===== src/rtl/mfp_perf_counters_if.sv =====
// mfp_perf_counters_if: AHB-Lite slave bus bundle for the performance counter block.
interface mfp_perf_counters_if;
    logic        HSEL;
    logic [7:0]  HADDR;
    logic [1:0]  HTRANS;
    logic        HWRITE;
    logic [31:0] HWDATA;
    logic [31:0] HRDATA;
    logic        HREADYOUT;
    logic        HRESP;
    modport master (output HSEL, HADDR, HTRANS, HWRITE, HWDATA, input HRDATA, HREADYOUT, HRESP);
    modport slave (input HSEL, HADDR, HTRANS, HWRITE, HWDATA, output HRDATA, HREADYOUT, HRESP);
endinterface


===== src/rtl/mfp_perf_counters.sv =====
// mfp_perf_counters: AHB-Lite mapped event counters with snapshot, clear, overflow and interrupt.
module mfp_perf_counters #(
    parameter int N_CH  = 4,
    parameter int CNT_W = 32,
    parameter int N_EV  = 8
) (
    input  logic                HCLK,
    input  logic                SI_Reset,
    mfp_perf_counters_if.slave  ahb,
    input  logic [N_EV-1:0]     PM_Event,
    output logic                PC_Irq
);
    localparam int EVSEL_W = $clog2(N_EV);
    logic                r_dp_valid, r_dp_write;
    logic [5:0]          r_dp_addr;
    logic                r_gen, r_frz, r_irq;
    logic [N_CH-1:0]     r_ovf, r_imask, r_en;
    logic [EVSEL_W-1:0]  r_sel [N_CH];
    logic [CNT_W-1:0]    r_cnt [N_CH];
    logic [CNT_W-1:0]    r_snp [N_CH];
    logic                w_wr, w_wr_ctrl, w_wr_ovf, w_wr_imask, w_snap, w_clr;
    logic [N_CH-1:0]     w_wr_sel, w_wr_cnt, w_ev, w_ovf_set;
    logic [CNT_W-1:0]    w_cnt_inc [N_CH];
    logic [31:0]         w_rdata;
    assign w_wr       = r_dp_valid & r_dp_write;
    assign w_wr_ctrl  = w_wr & (r_dp_addr == 6'd0);
    assign w_wr_ovf   = w_wr & (r_dp_addr == 6'd1);
    assign w_wr_imask = w_wr & (r_dp_addr == 6'd2);
    assign w_snap     = w_wr_ctrl & ahb.HWDATA[2];
    assign w_clr      = w_wr_ctrl & ahb.HWDATA[3];
    // Selector values at or beyond N_EV count a constant-zero event.
    always_comb begin
        for (int i = 0; i < N_CH; i++) begin
            w_wr_sel[i]  = w_wr & (r_dp_addr == 6'(8 + 2 * i));
            w_wr_cnt[i]  = w_wr & (r_dp_addr == 6'(9 + 2 * i));
            w_ev[i]      = r_gen & r_en[i] & ({1'b0, r_sel[i]} < (EVSEL_W + 1)'(N_EV)) & PM_Event[r_sel[i]];
            w_ovf_set[i] = w_ev[i] & (&r_cnt[i]) & ~w_wr_cnt[i];
            w_cnt_inc[i] = (w_ev[i] & ~(r_frz & (&r_cnt[i]))) ? r_cnt[i] + CNT_W'(1) : r_cnt[i];
        end
    end
    always_comb begin
        w_rdata = '0;
        if (r_dp_valid & ~r_dp_write) begin
            if (r_dp_addr == 6'd0) w_rdata = {30'd0, r_frz, r_gen};
            if (r_dp_addr == 6'd1) w_rdata[N_CH-1:0] = r_ovf;
            if (r_dp_addr == 6'd2) w_rdata[N_CH-1:0] = r_imask;
            for (int i = 0; i < N_CH; i++) begin
                if (r_dp_addr == 6'(8 + 2 * i)) w_rdata = {r_en[i], {(31 - EVSEL_W){1'b0}}, r_sel[i]};
                if (r_dp_addr == 6'(9 + 2 * i)) w_rdata = 32'(r_cnt[i]);
                if (r_dp_addr == 6'(32 + i)) w_rdata = 32'(r_snp[i]);
            end
        end
    end
    always_ff @(posedge HCLK or posedge SI_Reset) begin
        if (SI_Reset) begin
            r_dp_valid <= 1'b0;
            r_dp_write <= 1'b0;
            r_dp_addr  <= '0;
            r_gen      <= 1'b0;
            r_frz      <= 1'b0;
            r_irq      <= 1'b0;
            r_ovf      <= '0;
            r_imask    <= '0;
            r_en       <= '0;
            for (int i = 0; i < N_CH; i++) begin
                r_sel[i] <= '0;
                r_cnt[i] <= '0;
                r_snp[i] <= '0;
            end
        end else begin
            r_dp_valid <= ahb.HSEL & ahb.HTRANS[1];
            r_dp_write <= ahb.HWRITE;
            r_dp_addr  <= ahb.HADDR[7:2];
            r_irq      <= |(r_ovf & r_imask);
            if (w_wr_ctrl) {r_frz, r_gen} <= ahb.HWDATA[1:0];
            if (w_wr_imask) r_imask <= ahb.HWDATA[N_CH-1:0];
            // A fresh overflow beats a same-edge write-1-to-clear; CLR beats both.
            r_ovf <= w_clr ? '0 : (r_ovf & ~(w_wr_ovf ? ahb.HWDATA[N_CH-1:0] : '0)) | w_ovf_set;
            for (int i = 0; i < N_CH; i++) begin
                r_cnt[i] <= w_clr ? '0 : w_wr_cnt[i] ? ahb.HWDATA[CNT_W-1:0] : w_cnt_inc[i];
                if (w_snap) r_snp[i] <= w_cnt_inc[i];
                if (w_wr_sel[i]) begin
                    r_sel[i] <= ahb.HWDATA[EVSEL_W-1:0];
                    r_en[i]  <= ahb.HWDATA[31];
                end
            end
        end
    end
    assign ahb.HRDATA    = w_rdata;
    assign ahb.HREADYOUT = 1'b1;
    assign ahb.HRESP     = 1'b0;
    assign PC_Irq        = r_irq;
endmodule


===== src/flat_wrapper.sv =====
// flat-port wrapper written by rule: the top's interface ports become plain ports
module mfp_perf_counters_flat 
#(
    parameter int N_CH  = 4,
    parameter int CNT_W = 32,
    parameter int N_EV  = 8
)
  (HCLK, SI_Reset, PM_Event, PC_Irq, ahb_HSEL, ahb_HADDR, ahb_HTRANS, ahb_HWRITE, ahb_HWDATA, ahb_HRDATA, ahb_HREADYOUT, ahb_HRESP);
  mfp_perf_counters_if ahb_i ();
  input  logic HCLK;
  input  logic SI_Reset;
  input  logic [N_EV-1:0] PM_Event;
  output logic PC_Irq;
  input wire logic [$bits(ahb_i.HSEL)-1:0] ahb_HSEL;
  input wire logic [$bits(ahb_i.HADDR)-1:0] ahb_HADDR;
  input wire logic [$bits(ahb_i.HTRANS)-1:0] ahb_HTRANS;
  input wire logic [$bits(ahb_i.HWRITE)-1:0] ahb_HWRITE;
  input wire logic [$bits(ahb_i.HWDATA)-1:0] ahb_HWDATA;
  output wire logic [$bits(ahb_i.HRDATA)-1:0] ahb_HRDATA;
  output wire logic [$bits(ahb_i.HREADYOUT)-1:0] ahb_HREADYOUT;
  output wire logic [$bits(ahb_i.HRESP)-1:0] ahb_HRESP;
  assign ahb_i.HSEL = ahb_HSEL;
  assign ahb_i.HADDR = ahb_HADDR;
  assign ahb_i.HTRANS = ahb_HTRANS;
  assign ahb_i.HWRITE = ahb_HWRITE;
  assign ahb_i.HWDATA = ahb_HWDATA;
  assign ahb_HRDATA = ahb_i.HRDATA;
  assign ahb_HREADYOUT = ahb_i.HREADYOUT;
  assign ahb_HRESP = ahb_i.HRESP;
  mfp_perf_counters #(.N_CH(N_CH), .CNT_W(CNT_W), .N_EV(N_EV)) u_core (.HCLK(HCLK), .SI_Reset(SI_Reset), .ahb(ahb_i), .PM_Event(PM_Event), .PC_Irq(PC_Irq));
endmodule

===== config.mk =====
export PLATFORM = sky130hd
export DESIGN_NAME = mfp_perf_counters_flat
export DESIGN_NICKNAME = d
export VERILOG_FILES = /design/src/rtl/mfp_perf_counters_if.sv /design/src/rtl/mfp_perf_counters.sv /design/src/flat_wrapper.sv
export SDC_FILE = /design/constraint.sdc
export NUM_CORES = 1
export LEC_CHECK = 0
export CORE_AREA = 2 2 192 194
export CTS_CLUSTER_SIZE = 8
export DETAILED_ROUTE_END_ITERATION = 6
export DIE_AREA = 0 0 194 196
export MAX_ROUTING_LAYER = met4
export PLACE_DENSITY = 0.73
export REMOVE_ABC_BUFFERS = 1
export SKIP_CTS_REPAIR_TIMING = 1
export SLEW_MARGIN = 0
export SYNTH_ARGS = -nofsm -noshare
export SYNTH_HDL_FRONTEND = slang
export SYNTH_SLANG_ARGS = --single-unit

===== constraint.sdc =====
create_clock -name HCLK -period 13.2 [get_ports HCLK]
set_clock_uncertainty 0.2 [all_clocks]
set_input_delay 2.64 -clock HCLK [delete_from_list [all_inputs] [get_ports HCLK]]
set_output_delay 2.64 -clock HCLK [all_outputs]
set_load 0.02 [all_outputs]

==> metrics, run 1 <==
outcome=complete, no violations; Critical Path End Type=output port; clock-pin slew on the worst setup and hold paths=0.05 ns; register area=7280 µm²; synthesis-stage register bit count=291; clock share of power=0.424; global-route wire length before repair=81400 µm; RR Endpoint=u_core.r_snp[122]; warnings from Yosys=0; hold path start=u_core.r_snp[7]; Worst Path Buf+Inv=3; ys async rst share=1.00; DR pass1 iterations=5; # diodes=0; Clock Tree Root=clkbuf_16; Top FF cell, synth=dfrtp_1; final WL=51900 µm; Startpoint Class=flip-flop; CP top delay family=buffers and inverters; worst hold path class=flip-flop to flip-flop; grt total ovfl=0; sequential power share=0.474; fmax=135 MHz; CP max-delay cell=nor2_2; period utilization=0.562; Critical Path Max Stage Delay=0.87 ns; RSZ-0062 raised after global routing=false; Req. time, crit path=10.36 ns; dpl hpwl=33300 µm; multi-input combinational cell area=8130 µm²; placed cell area=17000 µm²; CTS Buf Count=42; Vias/cell=6.42; EDFF count, synth=0; Setup TNS=0 ns; clock tree buffer depth=3; TritonCTS clock tree=done; kind of critical path=flip-flop to output port; Final Max Tran Viols=0; drt drc=0; die extent in y=196 µm; cell mode on critical path=buf_4; Cells after Synth=1790; Seq/Total Area, Yosys=0.457; DRT antenna net count=0; initial core utilization=0.441; Reg2Reg Setup Slack=8.74 ns; Final Hold Vio Count=0; crit path DAT=4.58 ns; Total GRT Usage=0.277; Final setup viols=0; Area contributors post-synth=dfrtp_1 (46%), nand2_1 (5.6%), o21ai_0 (5.3%), xor2_1 (5.1%), a21oi_1 (4.5%); largest net degree at the start of global routing=131; Hold Crit Depth=2; CTS Sinks=291; Net Sw Power=0.621 mW; Final #Nets=1863; cell taking the most area after synthesis=dfrtp_1; Worst Hold Path EP=u_core.r_snp[7]; Logic pwr share=0.103; core area=36100 µm²; slew margin rel.=0.225; Synth top area share=0.457; Int Pwr=1.65 mW; initial antenna violation count=0; Worst Reg-to-Reg Cells=8; input/output buffers=83; switching share of power=0.274; vias in the first global route=14.2k; cell area after layout=18200 µm²; Slew @ Worst Pin=1.16 ns; Initial DRC Count=1781; LEAKAGE=7.03 nW; DIE AREA=38000 µm²; fraction of layout cells with a size suffix above 1=0.0697; worst-skew pair later-pin latency=0.54 ns; post-synth cell types=63; Worst R2R Start=u_core.r_dp_addr[0]; crit path cell chain=buf_4 > nand2_1 > nor2_2 > buf_4 > a222oi_1 > a311oi_1 > clkdlybuf4s50_1; synthesized cell area=15900 µm²; I/O pin cnt=89; depth of the CTS H-tree=2; Die X=194 µm; pwr dens=125 nW/µm²; Max VDD drop=0.0000850 V; post-DR wirelength/cell=22.8 µm; Vias=14.6k; Max Cap Viol=0; Final Critical Period=7.42 ns; FILL cells=3317; Post-Syn Area per Cell=8.90 µm²; # rows=70; Synth-to-Final Area Change=14.0%; CP max FO=62; gpl congestion=0.932
[cell type report]
cell class | instances | share of cell area
Clock buffer | 46 | 0.0610
Clock inverter | 1 | 0.000482
Inverter | 13 | 0.00310
Multi-Input combinational cell | 1352 | 0.447
Sequential cell | 291 | 0.401
Tap cell | 468 | 0.0322
Timing Repair Buffer | 105 | 0.0548
[synthesized netlist by cell type, types with 5 or more instances]
master / number
nor3_1: 21
nand3_1: 67
a21oi_1: 143
buf_2: 19
nor4_1: 10
xnor2_1: 32
nor2_1: 44
o221ai_1: 5
mux2i_1: 14
o21a_1: 29
dfrtp_1: 291
a221oi_1: 54
o21ai_0: 168
mux2_2: 27
and3_1: 43
and4_1: 20
or3_1: 29
and2_1: 10
nor2b_1: 7
a22oi_1: 5
inv_1: 13
xor2_1: 92
o22ai_1: 30
o21ai_1: 133
nand4_1: 42
nand2b_1: 5
clkbuf_1: 110
nand2_1: 236
a31oi_1: 31
[cells by family (layout without fill, tap and decap cells)]
group	count (synthesis)	after routing	synth area share
compound gates	626	626	0.229
xor+xnor	124	124	0.0682
fa+ha+maj	4	4	0.00314
buf+inv	147	165	0.0368
flops	291	291	0.457
mux	45	45	0.0314
other cells	2	2	0.000472
simple gates	551	551	0.174
[how the worst max path moves through the flow]
stage | startpoint | end | slack, ns | cells past startpoint
after detailed placement | u_core.r_dp_addr[0] | ahb_HRDATA[30] | 6.44 | 7
after CTS | u_core.r_dp_addr[0] | ahb_HRDATA[30] | 5.85 | 7
after floorplan | SI_Reset | u_core.PC_Irq | 2.33 | 1
after global placement | u_core.r_dp_addr[0] | ahb_HRDATA[30] | 6.45 | 7
final | u_core.r_dp_addr[0] | ahb_HRDATA[30] | 5.78 | 7
after global routing | u_core.r_dp_addr[0] | ahb_HRDATA[30] | 5.57 | 7
[stage by stage]
stage | power, mW | setup slack (ns) | utilization | cells | hold slack (ns)
final | 2.27 | 5.78 | 0.503 | 2276 | 0.280
after global routing | 2.35 | 5.57 | 0.503 | 2276 | 0.305
after CTS | 2.26 | 5.85 | 0.503 | 2276 | 0.281
after detailed placement | 1.31 | 6.44 | 0.472 | 2229 | 0.270
after global placement | 1.30 | 6.45 | 0.472 | 2229 | 0.264
after floorplan | 1.21 | 2.33 | - | 1656 | 0.250
[worst register-to-register path, cell delays in order, from the launching register on]
cell and delay [ns]:
dfrtp_2 0.33, buf_4 0.59, nor3_1 0.27, and2_1 0.32, nand2_4 0.48, buf_4 0.86, buf_4 0.96, nand2_1 0.21
o21ai_1 0.14
[flip-flops by register name, indices dropped and copies added (netlist names)]
register and cells:
u_core.r_ovf 4, u_core.r_sel 12, u_core.r_frz 1, u_core.r_cnt 128, u_core.PC_Irq 1, u_core.r_imask 4, u_core.r_snp 128, u_core.r_dp_valid 1
u_core.r_en 4, u_core.r_dp_addr 6, u_core.r_gen 1, u_core.r_dp_write 1
[cells in the final DEF, fill, tap and decap left out, types with 7 or more instances in the layout]
master / count
a21oi_1: 143
a221oi_1: 54
a31oi_1: 31
and2_1: 10
and3_1: 43
and4_1: 20
buf_4: 22
clkbuf_16: 43
clkdlybuf4s50_1: 83
dfrtp_1: 290
inv_1: 12
mux2_2: 27
mux2i_1: 14
nand2_1: 234
nand3_1: 63
nand4_1: 42
nor2_1: 35
nor2_2: 8
nor2b_1: 7
nor3_1: 21
nor4_1: 10
o21a_1: 29
o21ai_0: 168
o21ai_1: 133
o22ai_1: 30
or3_1: 28
xnor2_1: 32
xor2_1: 92
[power by group through the flow]
stage / registers (mW) / logic [mW] / clock network [mW]
floorplan: 1.05 / 0.158 / 0
global placement: 1.08 / 0.222 / 0
detailed placement: 1.08 / 0.230 / 0
CTS: 1.07 / 0.232 / 0.965
global route: 1.08 / 0.259 / 1.01
finish: 1.07 / 0.233 / 0.961
[layer usage]
metal  vias to the layer above  part of all wire  track usage
met5                         -                 0            -
met2                       781              0.45        0.418
met3                       149             0.092       0.0545
li1                       6563                 -            -
met4                         0             0.037        0.105
met1                      7119              0.42        0.370
(Power assumes the default switching activity.)
==> run 2, diff against run 1 <==
--- a/config.mk
+++ b/config.mk
@@ -10,7 +10,7 @@
 export DETAILED_ROUTE_END_ITERATION = 6
 export DIE_AREA = 0 0 194 196
 export MAX_ROUTING_LAYER = met4
-export PLACE_DENSITY = 0.73
+export PLACE_DENSITY = 0.76
 export REMOVE_ABC_BUFFERS = 1
 export SKIP_CTS_REPAIR_TIMING = 1
 export SLEW_MARGIN = 0
==> constraint.sdc (replaced) <==
create_clock -name HCLK -period 6.7 [get_ports HCLK]
set_clock_uncertainty 0.2 [all_clocks]
set_input_delay 1.34 -clock HCLK [delete_from_list [all_inputs] [get_ports HCLK]]
set_output_delay 1.34 -clock HCLK [all_outputs]
set_load 0.02 [all_outputs]
==> metrics, run 2 (synthesis gave the netlist of run 1 again) <==
outcome=complete, no violations; Reg2Reg Setup Slack=2.74 ns; Initial DRC Count=1828; drt drc=0; fraction of layout cells with a size suffix above 1=0.0712; Startpoint Class=flip-flop; Critical Path Max Stage Delay=0.85 ns; gpl congestion=0.935; CP max FO=35; Synth-to-Final Area Change=14.5%; DIE AREA=38000 µm²; Slew @ Worst Pin=1.20 ns; final WL=52200 µm; Vias=14.7k; top flop regs=u_core.r_cnt (128), u_core.r_snp (128), u_core.r_sel (12); most frequent cells in the layout=dfrtp_1 (290), nand2_1 (234), o21ai_0 (168); Clock Tree Root=clkbuf_16; global-route wire length before repair=81500 µm; WHS=0.278 ns; pwr dens=247 nW/µm²; Die X=194 µm; Core Util, Final=0.505; Critical Path End Type=output port; FILL cells=3334; Vias/cell=6.45; largest net degree at the start of global routing=130; I/O pin cnt=89; crit path cell chain=nand2b_1 > nor2_2 > buf_4 > a221oi_1 > or3_1 > a31oi_1 > clkdlybuf4s50_1; Worst R2R Start=u_core.r_dp_addr[0]; Worst Path Buf+Inv=2; RR Endpoint=u_core.r_cnt[95]; placed cell area=17100 µm²; Final Critical Period=5.77 ns; # rows=70; critical path depth=7; Max VDD drop=0.000155 V; Max Cap Viol=0; worst-skew pair later-pin latency=0.55 ns; pre-CTS WS=1.59 ns; Total GRT Usage=0.279; dpl hpwl=33800 µm; total power=4.50 mW; fin cells=2280; Setup TNS=0 ns; # diodes=0; CTS Buf Count=42; Req. time, crit path=5.16 ns; Worst Setup SP=u_core.r_dp_addr[0]; initial antenna violation count=0; post-DR wirelength/cell=22.9 µm; LEAKAGE=7.07 nW; Final Max Tran Viols=0; Worst Reg-to-Reg Cells=7; fmax=173 MHz; CP top delay family=simple AND/OR/NAND/NOR gates; initial core utilization=0.441; grt total ovfl=0; Final #Nets=1866; most common cell after layout, fill and taps aside=dfrtp_1; CP max-delay cell=dfrtp_2; kind of critical path=flip-flop to output port; CP endpoint=ahb_HRDATA[16]; die extent in y=196 µm; TritonCTS clock tree=done; worst hold path class=flip-flop to flip-flop; core area=36100 µm²; RSZ-0062 raised after global routing=false; DP Cell Count=2232; final worst slack=0.935 ns; vias in the first global route=14.2k; CTS Sinks=291; cell area after layout=18200 µm²; crit path DAT=4.23 ns; Final Hold Vio Count=0; depth of the CTS H-tree=2; DRT antenna net count=0; Final setup viols=0; input/output buffers=83; DR pass1 iterations=6; clock tree buffer depth=3; clock-pin slew on the worst setup and hold paths=0.05 ns; period utilization=0.860; slew margin rel.=0.203
run 2: cell types whose count changed in the layout (fill, tap and decap cells not counted), sizes merged:
cell    previous run  this run
buf               22        25
clkbuf            46        47
clkinv             0         1
inv               14        13
run 2: worst min-delay path by stage:
stage	start	end	slack (ns)	cells past startpoint
finish	u_core.r_snp[29]	u_core.r_snp[29]	0.28	2
global route	u_core.r_snp[78]	u_core.r_snp[78]	0.30	2
CTS	u_core.r_snp[7]	u_core.r_snp[7]	0.28	2
detailed placement	u_core.r_snp[7]	u_core.r_snp[7]	0.27	2
global placement	u_core.r_snp[7]	u_core.r_snp[7]	0.26	2
floorplan	u_core.r_snp[126]	u_core.r_snp[126]	0.25	2
run 2: final cells by class:
type | count | area [µm²] | share of cell area
Clock buffer | 47 | 1130 | 0.0622
Clock inverter | 1 | 5.00 | 0.000275
Inverter | 13 | 56.3 | 0.00309
Multi-Input combinational cell | 1352 | 8120 | 0.446
Sequential cell | 291 | 7280 | 0.400
Tap cell | 468 | 586 | 0.0321
Timing Repair Buffer | 108 | 1040 | 0.0572
run 2: layer usage:
layer,part of all wire,GRT usage
met3,0.094,0.0576
met2,0.45,0.406
met1,0.41,0.374
met5,0,-
met4,0.047,0.132
run 2: where the power goes:
group	internal [mW]	switching [mW]	total (mW)
Clock	1.17	0.749	1.92
Combinational	0.195	0.264	0.459
Sequential	1.91	0.213	2.12
run 2: worst min-delay path: stages, from the launching register on:
cell	delay (ns)
dfrtp_1	0.33
nand2_1	0.05
o21ai_1	0.06
==> run 3, diff against run 2 <==
--- a/config.mk
+++ b/config.mk
@@ -5,6 +5,7 @@
 export SDC_FILE = /design/constraint.sdc
 export NUM_CORES = 1
 export LEC_CHECK = 0
+export ABC_AREA = 0
 export CORE_AREA = 2 2 192 194
 export CTS_CLUSTER_SIZE = 8
 export DETAILED_ROUTE_END_ITERATION = 6
==> results of run 3 <==
Final layout, timing and power as in run 2 (identical DEF).
